[src/rtl/div_seq.sv]
// Iterative restoring divider for DIV/DIVU: one quotient bit per cycle on operand
// magnitudes, then a single sign-fix cycle before the result is registered.
module div_seq #(
    parameter int WIDTH = 32
) (
    input  logic             clk,
    input  logic             reset,
    input  logic             start,
    input  logic             sign_mode,
    input  logic [WIDTH-1:0] dividend,
    input  logic [WIDTH-1:0] divisor,
    output logic             busy,
    output logic             done,
    output logic [WIDTH-1:0] q,
    output logic [WIDTH-1:0] r,
    output logic             div_zero
);

    localparam int CW = $clog2(WIDTH + 1);

    typedef enum logic [1:0] {
        IDLE,
        CALC,
        FIX
    } state_t;

    state_t           state_q, state_d;
    logic             busy_q, busy_d;
    logic             done_q, done_d;
    logic [WIDTH-1:0] resQ_q, resQ_d;
    logic [WIDTH-1:0] resR_q, resR_d;
    logic             divZero_q, divZero_d;
    logic             signMode_q, signMode_d;
    logic             dvdNeg_q, dvdNeg_d;
    logic             dvsNeg_q, dvsNeg_d;
    logic [WIDTH:0]   rem_q, rem_d;
    logic [WIDTH-1:0] quo_q, quo_d;
    logic [WIDTH-1:0] dvs_q, dvs_d;
    logic [CW-1:0]    cnt_q, cnt_d;

    logic [WIDTH:0]   shifted;
    logic [WIDTH:0]   trial;
    logic [WIDTH-1:0] remLow;
    logic [WIDTH-1:0] remFixed;

    always_ff @(posedge clk or posedge reset) begin
        if (reset) begin
            state_q    <= IDLE;
            busy_q     <= 1'b0;
            done_q     <= 1'b0;
            resQ_q     <= '0;
            resR_q     <= '0;
            divZero_q  <= 1'b0;
            signMode_q <= 1'b0;
            dvdNeg_q   <= 1'b0;
            dvsNeg_q   <= 1'b0;
            rem_q      <= '0;
            quo_q      <= '0;
            dvs_q      <= '0;
            cnt_q      <= '0;
        end else begin
            state_q    <= state_d;
            busy_q     <= busy_d;
            done_q     <= done_d;
            resQ_q     <= resQ_d;
            resR_q     <= resR_d;
            divZero_q  <= divZero_d;
            signMode_q <= signMode_d;
            dvdNeg_q   <= dvdNeg_d;
            dvsNeg_q   <= dvsNeg_d;
            rem_q      <= rem_d;
            quo_q      <= quo_d;
            dvs_q      <= dvs_d;
            cnt_q      <= cnt_d;
        end
    end

    always_comb begin
        state_d    = state_q;
        busy_d     = busy_q;
        done_d     = 1'b0;
        resQ_d     = resQ_q;
        resR_d     = resR_q;
        divZero_d  = divZero_q;
        signMode_d = signMode_q;
        dvdNeg_d   = dvdNeg_q;
        dvsNeg_d   = dvsNeg_q;
        rem_d      = rem_q;
        quo_d      = quo_q;
        dvs_d      = dvs_q;
        cnt_d      = cnt_q;

        // The dividend magnitude shifts out of quo_q while quotient bits shift in.
        shifted  = {rem_q[WIDTH-1:0], quo_q[WIDTH-1]};
        trial    = shifted - {1'b0, dvs_q};
        remLow   = rem_q[WIDTH-1:0];
        remFixed = dvdNeg_q ? (~remLow + 1'b1) : remLow;

        case (state_q)
            IDLE: begin
                if (start) begin
                    signMode_d = sign_mode;
                    dvdNeg_d   = sign_mode & dividend[WIDTH-1];
                    dvsNeg_d   = sign_mode & divisor[WIDTH-1];
                    quo_d      = (sign_mode & dividend[WIDTH-1]) ? (~dividend + 1'b1) : dividend;
                    dvs_d      = (sign_mode & divisor[WIDTH-1]) ? (~divisor + 1'b1) : divisor;
                    rem_d      = '0;
                    cnt_d      = CW'(WIDTH);
                    busy_d     = 1'b1;
                    state_d    = CALC;
                end
            end
            CALC: begin
                if (!trial[WIDTH]) begin
                    rem_d = trial;
                    quo_d = {quo_q[WIDTH-2:0], 1'b1};
                end else begin
                    rem_d = shifted;
                    quo_d = {quo_q[WIDTH-2:0], 1'b0};
                end
                cnt_d = cnt_q - 1'b1;
                if (cnt_q == CW'(1)) begin
                    state_d = FIX;
                end
            end
            FIX: begin
                // With a zero divisor the remainder holds the dividend magnitude;
                // undoing that magnitude restores the original dividend bits.
                divZero_d = (dvs_q == '0);
                if (dvs_q == '0) begin
                    resQ_d = quo_q;
                end else if (signMode_q && (dvdNeg_q ^ dvsNeg_q)) begin
                    resQ_d = ~quo_q + 1'b1;
                end else begin
                    resQ_d = quo_q;
                end
                resR_d  = remFixed;
                done_d  = 1'b1;
                busy_d  = 1'b0;
                state_d = IDLE;
            end
            default: begin
                state_d = IDLE;
            end
        endcase
    end

    assign busy     = busy_q;
    assign done     = done_q;
    assign q        = resQ_q;
    assign r        = resR_q;
    assign div_zero = divZero_q;

endmodule

[config.mk]
export PLATFORM = sky130hd
export DESIGN_NAME = div_seq
export DESIGN_NICKNAME = d
export VERILOG_FILES = /design/src/rtl/div_seq.sv
export SDC_FILE = /design/constraint.sdc
export NUM_CORES = 1
export LEC_CHECK = 0
export ABC_AREA = 1
export BUFFER_PORTS_ARGS = -buffer_cell sky130_fd_sc_hd__buf_2
export CAP_MARGIN = 20
export CORE_MARGIN = 3
export CORE_UTILIZATION = 60
export CTS_BUF_LIST = sky130_fd_sc_hd__clkbuf_8
export CTS_CLUSTER_DIAMETER = 100
export DETAILED_ROUTE_END_ITERATION = 8
export GPL_ROUTABILITY_DRIVEN = 0
export GPL_TIMING_DRIVEN = 1
export PLACE_DENSITY = 0.85
export REMOVE_ABC_BUFFERS = 1
export SLEW_MARGIN = 20
export SYNTH_ARGS = -nofsm -noshare
export SYNTH_HDL_FRONTEND = slang
export SYNTH_SLANG_ARGS = --single-unit
[constraint.sdc]
create_clock -name clk -period 16.88 [get_ports clk]
set_input_delay 4.22 -clock clk [delete_from_list [all_inputs] [get_ports clk]]
set_output_delay 4.22 -clock clk [all_outputs]
set_load 0.05 [all_outputs]
## Word level (Yosys, flattened, before mapping)

Cells that the tools add are included.

| word-level totals | value |
|---|---|
| register bits after elaboration | 174 |
| bits in latches | 0 |
| memory bits (writable) | 0 |
| bits in read-only memories | 0 |
| output and inout port bits | 67 |
| word-level logic and storage cells | 59 |
| memories kept | 0 |

| cells by class | value |
|---|---|
| add/subtract/negate cells | 6 |
| multipliers | 0 |
| div/mod/pow operators | 0 |
| order comparisons | 0 |
| eq/ne operators | 5 |
| shifts and indexed selects | 0 |
| mux-type cells | 19 |
| bitwise operators | 7 |
| reduce and logical (&&, ||, !) cells | 9 |

Operator list:

| cell | number |
|---|---|
| 32-bit two-way mux | 8 |
| 32-bit by 1-bit adder with 32-bit output (second input constant) | 4 |
| 32-bit NOT | 4 |
| 32-bit one-hot mux with 2 select lines | 2 |
| 33-bit by 32-bit subtractor with 33-bit output | 1 |
| 32-bit logical NOT | 1 |
| 6-bit one-hot mux with 2 select lines | 1 |
| 2-bit AND reduction | 4 |
| 6-bit by 1-bit == test with 1-bit output (second input constant) | 1 |
| 6-bit two-way mux | 1 |
| 6-bit by 1-bit subtractor with 6-bit output (second input constant) | 1 |
| 2-bit two-way mux | 2 |
| 2-bit inequality test (second input constant) | 2 |
| 2-bit one-hot mux with 2 select lines | 1 |
| 2-bit nonzero test | 2 |
| 1-bit two-way mux | 3 |
| 1-bit bitwise AND | 2 |
| 2-bit by 1-bit == test with 1-bit output (second input constant) | 1 |
| 2-bit == test (second input constant) | 1 |
| 2-bit logical NOT | 1 |
| 1-bit one-hot mux with 2 select lines | 1 |
| 1-bit logical AND | 1 |
| 1-bit bitwise XOR | 1 |

## Depth between registers and ports, before layout

Gate-level depths: netlist of run 1.

| logic depth | value |
|---|---|
| depth after elaboration | 5 |
| mapped depth | 18 |
| gate-level depth less buffers | 17 |

## Worst setup path before layout of run 1

OpenSTA, ideal clock, no wires.

| path | value |
|---|---|
| path kind | input to register |
| start | input dividend[1] |
| end | register quo_q[19] |
| setup time | 0.121 ns |
| data arrival time | 5.359 ns |
| required time | 16.759 ns |
| slack | 11.399 ns |
| stages | 10 |
| buffers on the path | 0 |
| cell sequence | nor3_2 nand3_1 nor3_2 nand2_1 nor2_1 nand2_1 nand2_1 nand2_1 nand3_1 nand2_1 |

| on the way | value |
|---|---|
| word-level cells in the longest chain between the ends | 5 |

RTL lines:

| element | line | RTL |
|---|---|---|
| from (decl) | 10 | `input logic [WIDTH-1:0] dividend,` |
| 32-bit NOT | 105 | `quo_d = (sign_mode & dividend[WIDTH-1]) ? (~dividend + 1'b1) : dividend;` |
| 32-bit by 1-bit adder with 32-bit output | 105 |  |
| 32-bit two-way mux | 105 |  |
| 32-bit two-way mux | 101 | `if (start) begin` |
| 32-bit one-hot mux with 2 select lines | 99 | `case (state_q)` |
| to (signal assigned) | 72 | `quo_q <= quo_d;` |
| to (decl) | 37 | `logic [WIDTH-1:0] quo_q, quo_d;` |

No other way between the ends. The select of a mux whose other input is x is not followed.
A chain may end at the register's enable or synchronous reset.

## Worst setup path in the final report of run 1

| path | value |
|---|---|
| start | input start |
| end | register quo_q[23] |

| on the way | value |
|---|---|
| word-level cells in the longest chain between the ends | 2 |

RTL lines:

| element | line | RTL |
|---|---|---|
| from (decl) | 8 | `input logic start,` |
| 2-bit inequality test (no source line) | n/a |  |
| 2-bit AND reduction (no source line) | n/a |  |

No other way between the ends.

==> results of run 1 <==
-- where the power goes --
part	leakage [nW]	switching, mW	internal [mW]
logic	5.39	1.39	0.681
registers	2.16	0.194	0.597
clock network	0.173	0.170	0.108
total	7.72	1.75	1.39
-- metal layers --
| metal | share of wire | vias to the layer above | global-route usage | wire length, um |
|---|---|---|---|---|
| met5 | 0 | - | 0 | 0 |
| met4 | 0.018 | 0 | 0.0711 | 627 |
| met3 | 0.096 | 63 | 0.0495 | 3320 |
| met2 | 0.43 | 584 | 0.441 | 15000 |
| met1 | 0.45 | 6006 | 0.428 | 15600 |
| li1 | - | 6642 | - | - |
-- critical path, cell delays in order --
cell and delay, ns:
buf_2 0.10, nand3_2 0.06, buf_4 0.49, inv_2 0.49
nor2_4 0.31, buf_4 0.58, a22oi_1 0.16, o21ai_0 0.14
-- area by class of cell --
class / count / area share
timing repair buffer: 141 / 0.0508
clock inverter: 13 / 0.00782
sequential: 174 / 0.306
clock buffer: 18 / 0.0174
inverter: 293 / 0.0778
multi-input combinational: 1511 / 0.516
tap: 275 / 0.0242
-- how the worst max path moves through the flow --
| stage | slack, ns | endpoint | cells after the start | startpoint |
|---|---|---|---|---|
| after floorplan | 7.94 | busy | 1 | reset |
| after global placement | 10.36 | quo_q[9] | 8 | start |
| after detailed placement | 10.23 | quo_q[26] | 8 | start |
| after CTS | 10.71 | quo_q[23] | 8 | start |
| after global routing | 10.47 | quo_q[26] | 8 | start |
| final | 10.67 | quo_q[23] | 8 | start |
-- registers in the layout, summed over array words and instances (netlist names) --
name	count
div_zero	1
done	1
q	32
dvsNeg_q	1
cnt_q	6
rem_q	32
dvdNeg_q	1
state_q	2
r	32
quo_q	32
signMode_q	1
busy	1
dvs_q	32
-- cells in the final DEF (no fill, tap or decap), types with 3 or more instances in the layout --
master / netlist / final
clkbuf_8: 0 / 18
a21oi_1: 27 / 27
nand4_1: 32 / 32
xor2_1: 55 / 55
xnor2_1: 17 / 17
nor2_4: 1 / 3
dfrtp_1: 174 / 174
nand2_1: 695 / 695
nor4_1: 6 / 6
clkinv_2: 0 / 3
o21ai_0: 111 / 111
inv_2: 10 / 11
a31oi_1: 15 / 15
buf_2: 10 / 134
nor3_1: 18 / 18
a21o_1: 5 / 5
o211ai_1: 7 / 7
inv_6: 0 / 3
nand2_4: 4 / 4
nand3_1: 195 / 195
clkinvlp_4: 0 / 4
ha_1: 38 / 38
buf_4: 0 / 7
a22oi_1: 30 / 30
nor3_2: 3 / 3
nor2_2: 2 / 3
nand3b_1: 15 / 15
nor2_1: 208 / 205
inv_1: 283 / 280
nand2_2: 7 / 7
o31ai_1: 4 / 4
-- cells by family (layout without fill, tap and decap cells) --
family,count (synthesis),after routing,synth area share
buf+inv,353,465,0.104
mux,2,2,0.00153
compound gates,204,204,0.0901
flops,174,174,0.334
simple gates,1194,1194,0.385
xor+xnor,72,72,0.0483
fa+ha+maj,39,39,0.0380
-- stage by stage --
step / cells / hold WS (ns) / cell area (sq um) / setup slack [ns] / util
finish: 2425 / 0.481 / 14200 / 10.67 / 0.671
floorplan: 1978 / 0.443 / 12800 / 7.94 / -
CTS: 2425 / 0.485 / 14200 / 10.71 / 0.671
detailed placement: 2394 / 0.460 / 13900 / 10.23 / 0.654
global route: 2425 / 0.507 / 14200 / 10.47 / 0.671
global placement: 2394 / 0.456 / 13900 / 10.36 / 0.654
==> metrics.csv, run 1 <==
stage,metric,value,unit
detailed_routing,wire_per_inst,14.2,um
worst_setup_path,required,17.27,ns
detailed_routing,ant_nets,0,
status,outcome,"finished, final reports clean",
placement,port_buffers,134,
sta,max_freq,161,MHz
worst_setup_path,critPathKind,primary input to flop,
power,powerDensity,220,nW/um^2
synth,yosysSeqAreaShare,0.334,
sta,maxSlewViolCount,0,
synth,yosys_warnings,0,
synth,syn_inst,2038,
cts,postCtsSetupRepairBufs,0,
synth,synth_common_cells,"nand2_1 (695), inv_1 (283), nor2_1 (208), nand3_1 (195), dfrtp_1 (174)",
final_layout,multi_input_area,7360,sq um
detailed_routing,drtPass1Iterations,6,
grt,groute.usage.overall,0.288,
floorplan,die_w,153,um
final_layout,final_nets,2245,
cts,clockRootBuffer,clkbuf_8,
detailed_routing,drcViolationCount,0,
sta,finalSetupViolCount,0,
grt,grt_pass1_vias,11700,
detailed_routing,via_per_inst,5.48,
worst_setup_path,rr_worst_depth,9,
power,power.leakage,7.72,nW
worst_setup_path,end_kind,flop,
cts,clock_latency,0.48,ns
floorplan,rows,53,
cts,post_cts_resized,0,
grt,antenna_found_initial,0,
sta,period_minus_slack,6.21,ns
placement,hpwl,26100,um
grt,grt_max_degree,121,
detailed_routing,routed_wl,34500,um
sta,skew,0.0165,ns
final_layout,drive_above_1_share,0.0977,
final_layout,n_fill_cell,1918,
synth,netlist.area_leader.share,0.334,
cts,hold_buffers,0,
cts,cts_tree,done,
cts,htreeDepth,4,
floorplan,coreArea,21200,sq um
worst_setup_path,rrSetupSlack,13.73,ns
cts,ctsLongestPathBuffers,2,
detailed_routing,drtIter0Drc,1559,
floorplan,die_y,153,um
power,fin_total_pwr,3.14,mW
hold_path,holdPathEnd,q[12],
synth,ys_types,41,
grt,grt_pass1_wl,56700,um
synth,yosysTopAreaCell,dfrtp_1,
hold_path,hp-class,flop to flop,
synth,synth_edf_count,0,
final_layout,ff_latch_area,4350,sq um
sta,setup_tns,0,ns
power,vdd_drop_max,0.148,mV
hold_path,holdPathStages,2,
flow_run,cap_violations,0,
final_layout,diodes,0,
worst_setup_path,crit_fanout,64,
worst_setup_path,rr_startpoint,state_q[1],
worst_setup_path,crit_arrival,6.61,ns
cts,path_clk_slew,0.10,ns
floorplan,ios,135,
worst_setup_path,worstReg2RegEnd,quo_q[23],
grt,grt_overflow,0,
final_layout,synthToLayoutAreaGrowth,9.20,%
cts,numCtsBuffers,17,
sta,worst_slew_pin_slew,0.911,ns
synth,synth-main-ff-cell,dfrtp_1,
detailed_routing,vias,13300,
floorplan,initial_core_util,0.615,
hold_path,hp-start,q[12],
synth,netlist_area,13000,sq um
sta,slew_headroom,0.392,
cts,cts.sinks,174,
sta,post-route-period-util,0.368,
sta,rsz0062_at_grt,false,
floorplan,fp.dieArea,23500,sq um
synth,synth_area_leaders,"dfrtp_1 (33%), nand2_1 (20%), inv_1 (8.1%), nand3_1 (7.5%), nor2_1 (6.0%)",
worst_setup_path,cp-start-kind,primary input,
synth,synth_seq_cells,174,
sta,hold_violations,0,
synth,avgSynthCellArea,6.40,sq um
synth,async_flop_share,1.00,
synth,yosysMostFrequentCell,nand2_1,
Power figures use the tool's default switching activity.
==> run 2, diff against run 1 <==
Settings changed: CORE_UTILIZATION 60 to 56, PLACE_DENSITY 0.85 to 0.83.
Clock period 16.88 ns to 5.3 ns, I/O delays scaled along.
==> run 2 against run 1 <==
  * Final cell count up 1.6%
  * Worst hold slack gained 0.0010 ns
  * Sequential share of layout area down 0.25 points
  * Count of clock-buffer cells in the layout decreased by 1
  * Power rose to 3.2 times the previous value
  * Clock skew is essentially flat
  * Die area is 6.9% higher
  * Critical path type is now flop to flop
  * Critical path depth is 9 higher
  * Largest power group unchanged
  * Combinational power rose to 3.2 times the previous value
  * Wire length is 3.5% higher
  * Flip-flop and latch count unchanged
==> metrics.csv, run 2 (same netlist as run 1, synthesis figures left out) <==
stage,metric,value,unit,change
status,outcome,"finished, final reports clean",,
flow_run,cap_violations,0,,unchanged
cts,ctsLongestPathBuffers,2,,unchanged
final_layout,synthToLayoutAreaGrowth,10.1,%,
final_layout,finalNonFillerCells,2463,,+1.6%
cts,post_cts_resized,0,,unchanged
worst_setup_path,crit_arrival,3.21,ns,-3.40 ns
detailed_routing,drtIter0Drc,1562,,+0.19%
detailed_routing,wire_per_inst,14.5,um,+1.9%
final_layout,final_cell_mix,"nand2_1 (695), inv_1 (280), nor2_1 (205), nand3_1 (195), dfrtp_1 (174)",,
floorplan,coreArea,22800,sq um,+7.3%
power,powerDensity,708,nW/um^2,+220%
detailed_routing,drcViolationCount,0,,unchanged
cts,htreeDepth,4,,unchanged
worst_setup_path,rrSetupSlack,2.46,ns,-11.27 ns
cts,cts.sinks,174,,unchanged
cts,numCtsBuffers,17,,unchanged
cts,clockRootBuffer,clkbuf_8,,
final_layout,diodes,0,,unchanged
cts,clock_latency,0.49,ns,about the same
floorplan,initial_core_util,0.573,,-0.0420
worst_setup_path,crit_fanout,15,,-77%
detailed_routing,routed_wl,35700,um,+3.5%
sta,skew,0.0167,ns,+0.000254 ns
sta,max_freq,352,MHz,
sta,period_minus_slack,2.84,ns,
final_layout,drive_above_1_share,0.0977,,unchanged
grt,grt_pass1_vias,12000,,+2.9%
worst_setup_path,end_kind,flop,,
sta,finalSetupViolCount,0,,unchanged
floorplan,ios,135,,unchanged
worst_setup_path,cp-start-kind,flop,,
sta,slew_headroom,0.389,,-0.00350
final_layout,final_nets,2245,,unchanged
floorplan,fp.dieArea,25200,sq um,+6.9%
worst_setup_path,rr_worst_depth,17,,+8
detailed_routing,vias,13400,,+0.56%
sta,rsz0062_at_grt,false,,
cts,postCtsSetupRepairBufs,0,,unchanged
hold_path,holdPathStages,2,,unchanged
grt,grt_max_degree,115,,-5.0%
sta,hold_violations,0,,unchanged
cts,hold_buffers,0,,unchanged
detailed_routing,via_per_inst,5.43,,-0.99%
worst_setup_path,critPathKind,flop to flop,,
detailed_routing,drtPass1Iterations,6,,unchanged
sta,maxSlewViolCount,0,,unchanged
grt,grt_overflow,0,,unchanged
hold_path,hp-class,flop to flop,,
power,vdd_drop_max,0.383,mV,+160%
floorplan,rows,55,,+3.8%
placement,port_buffers,134,,unchanged
cts,path_clk_slew,0.10,ns,about the same
final_layout,layout_commonest_cell,nand2_1,,
placement,hpwl,27100,um,+3.9%
power,power.leakage,7.76,nW,+0.51%
placement,dp.cells,2432,,+1.6%
cts,cts_tree,done,,
floorplan,die_y,159,um,+3.4%
detailed_routing,ant_nets,0,,unchanged
grt,groute.usage.overall,0.283,,-0.00466
grt,antenna_found_initial,0,,unchanged
grt,grt_pass1_wl,57900,um,+2.2%
floorplan,die_w,159,um,+3.4%
sta,worst_slew_pin_slew,0.916,ns,+0.00419 ns
sta,hold_slack,0.482,ns,+0.00103 ns
worst_setup_path,required,5.67,ns,-11.60 ns
sta,post-route-period-util,0.536,,
[run 2: final cells by class]
type	count	area (sq um)
flip-flops and latches	174	4350
multi-input cells	1511	7360
well taps	313	392
clock inverters	14	183
clock buffers	17	234
inverters	293	1110
repair buffers	141	736
fillers	2124	8410
[run 2: layer usage]
layer / global-route usage / part of all wire / vias up
met5: 0 / 0 / -
met4: 0.0905 / 0.029 / 0
met3: 0.0397 / 0.085 / 91
met2: 0.429 / 0.43 / 567
met1: 0.419 / 0.46 / 6063
li1: - / - / 6648
[run 2: report_power, final]
group | total [mW] | switching [mW] | internal [mW]
Clock | 1.02 | 0.549 | 0.472
Sequential | 2.52 | 0.617 | 1.90
Combinational | 6.63 | 4.46 | 2.17
[run 2: worst paths after layout]
check | to | startpoint
worst max-delay path | rem_q[18] | quo_q[31]
worst min-delay path | q[5] | q[5]
worst max register to register | rem_q[18] | quo_q[31]
worst min register to register | q[5] | q[5]
max in group asynchronous | dvs_q[15] | reset
min in group asynchronous | r[24] | reset
[run 2: worst max-delay path: stages, from the launching register on]
cell and delay, ns:
dfrtp_1 0.38, inv_1 0.14, ha_1 0.26, fa_1 0.42, inv_1 0.11, nand2_1 0.05, nand2_1 0.09, nand3_1 0.08
nand2_2 0.12, nand2_2 0.07, nand2_2 0.09, nand2_4 0.08, nand2_4 0.08, nand2_2 0.17, nand2_2 0.30, nand2_1 0.12
nand3_1 0.09, nand2_1 0.06
[run 2: per-stage QoR]
step | instance area [sq um] | setup TNS [ns] | worst slack, ns | power, mW | utilization
after floorplan | 12800 | -129.08 | -0.742 | 7.37 | -
after global placement | 13900 | 0 | 2.07 | 8.76 | 0.612
after detailed placement | 13900 | 0 | 2.01 | 9.00 | 0.612
after CTS | 14400 | 0 | 2.49 | 10.0 | 0.630
after global routing | 14400 | 0 | 2.29 | 11.1 | 0.631
final | 14400 | 0 | 2.46 | 10.2 | 0.631
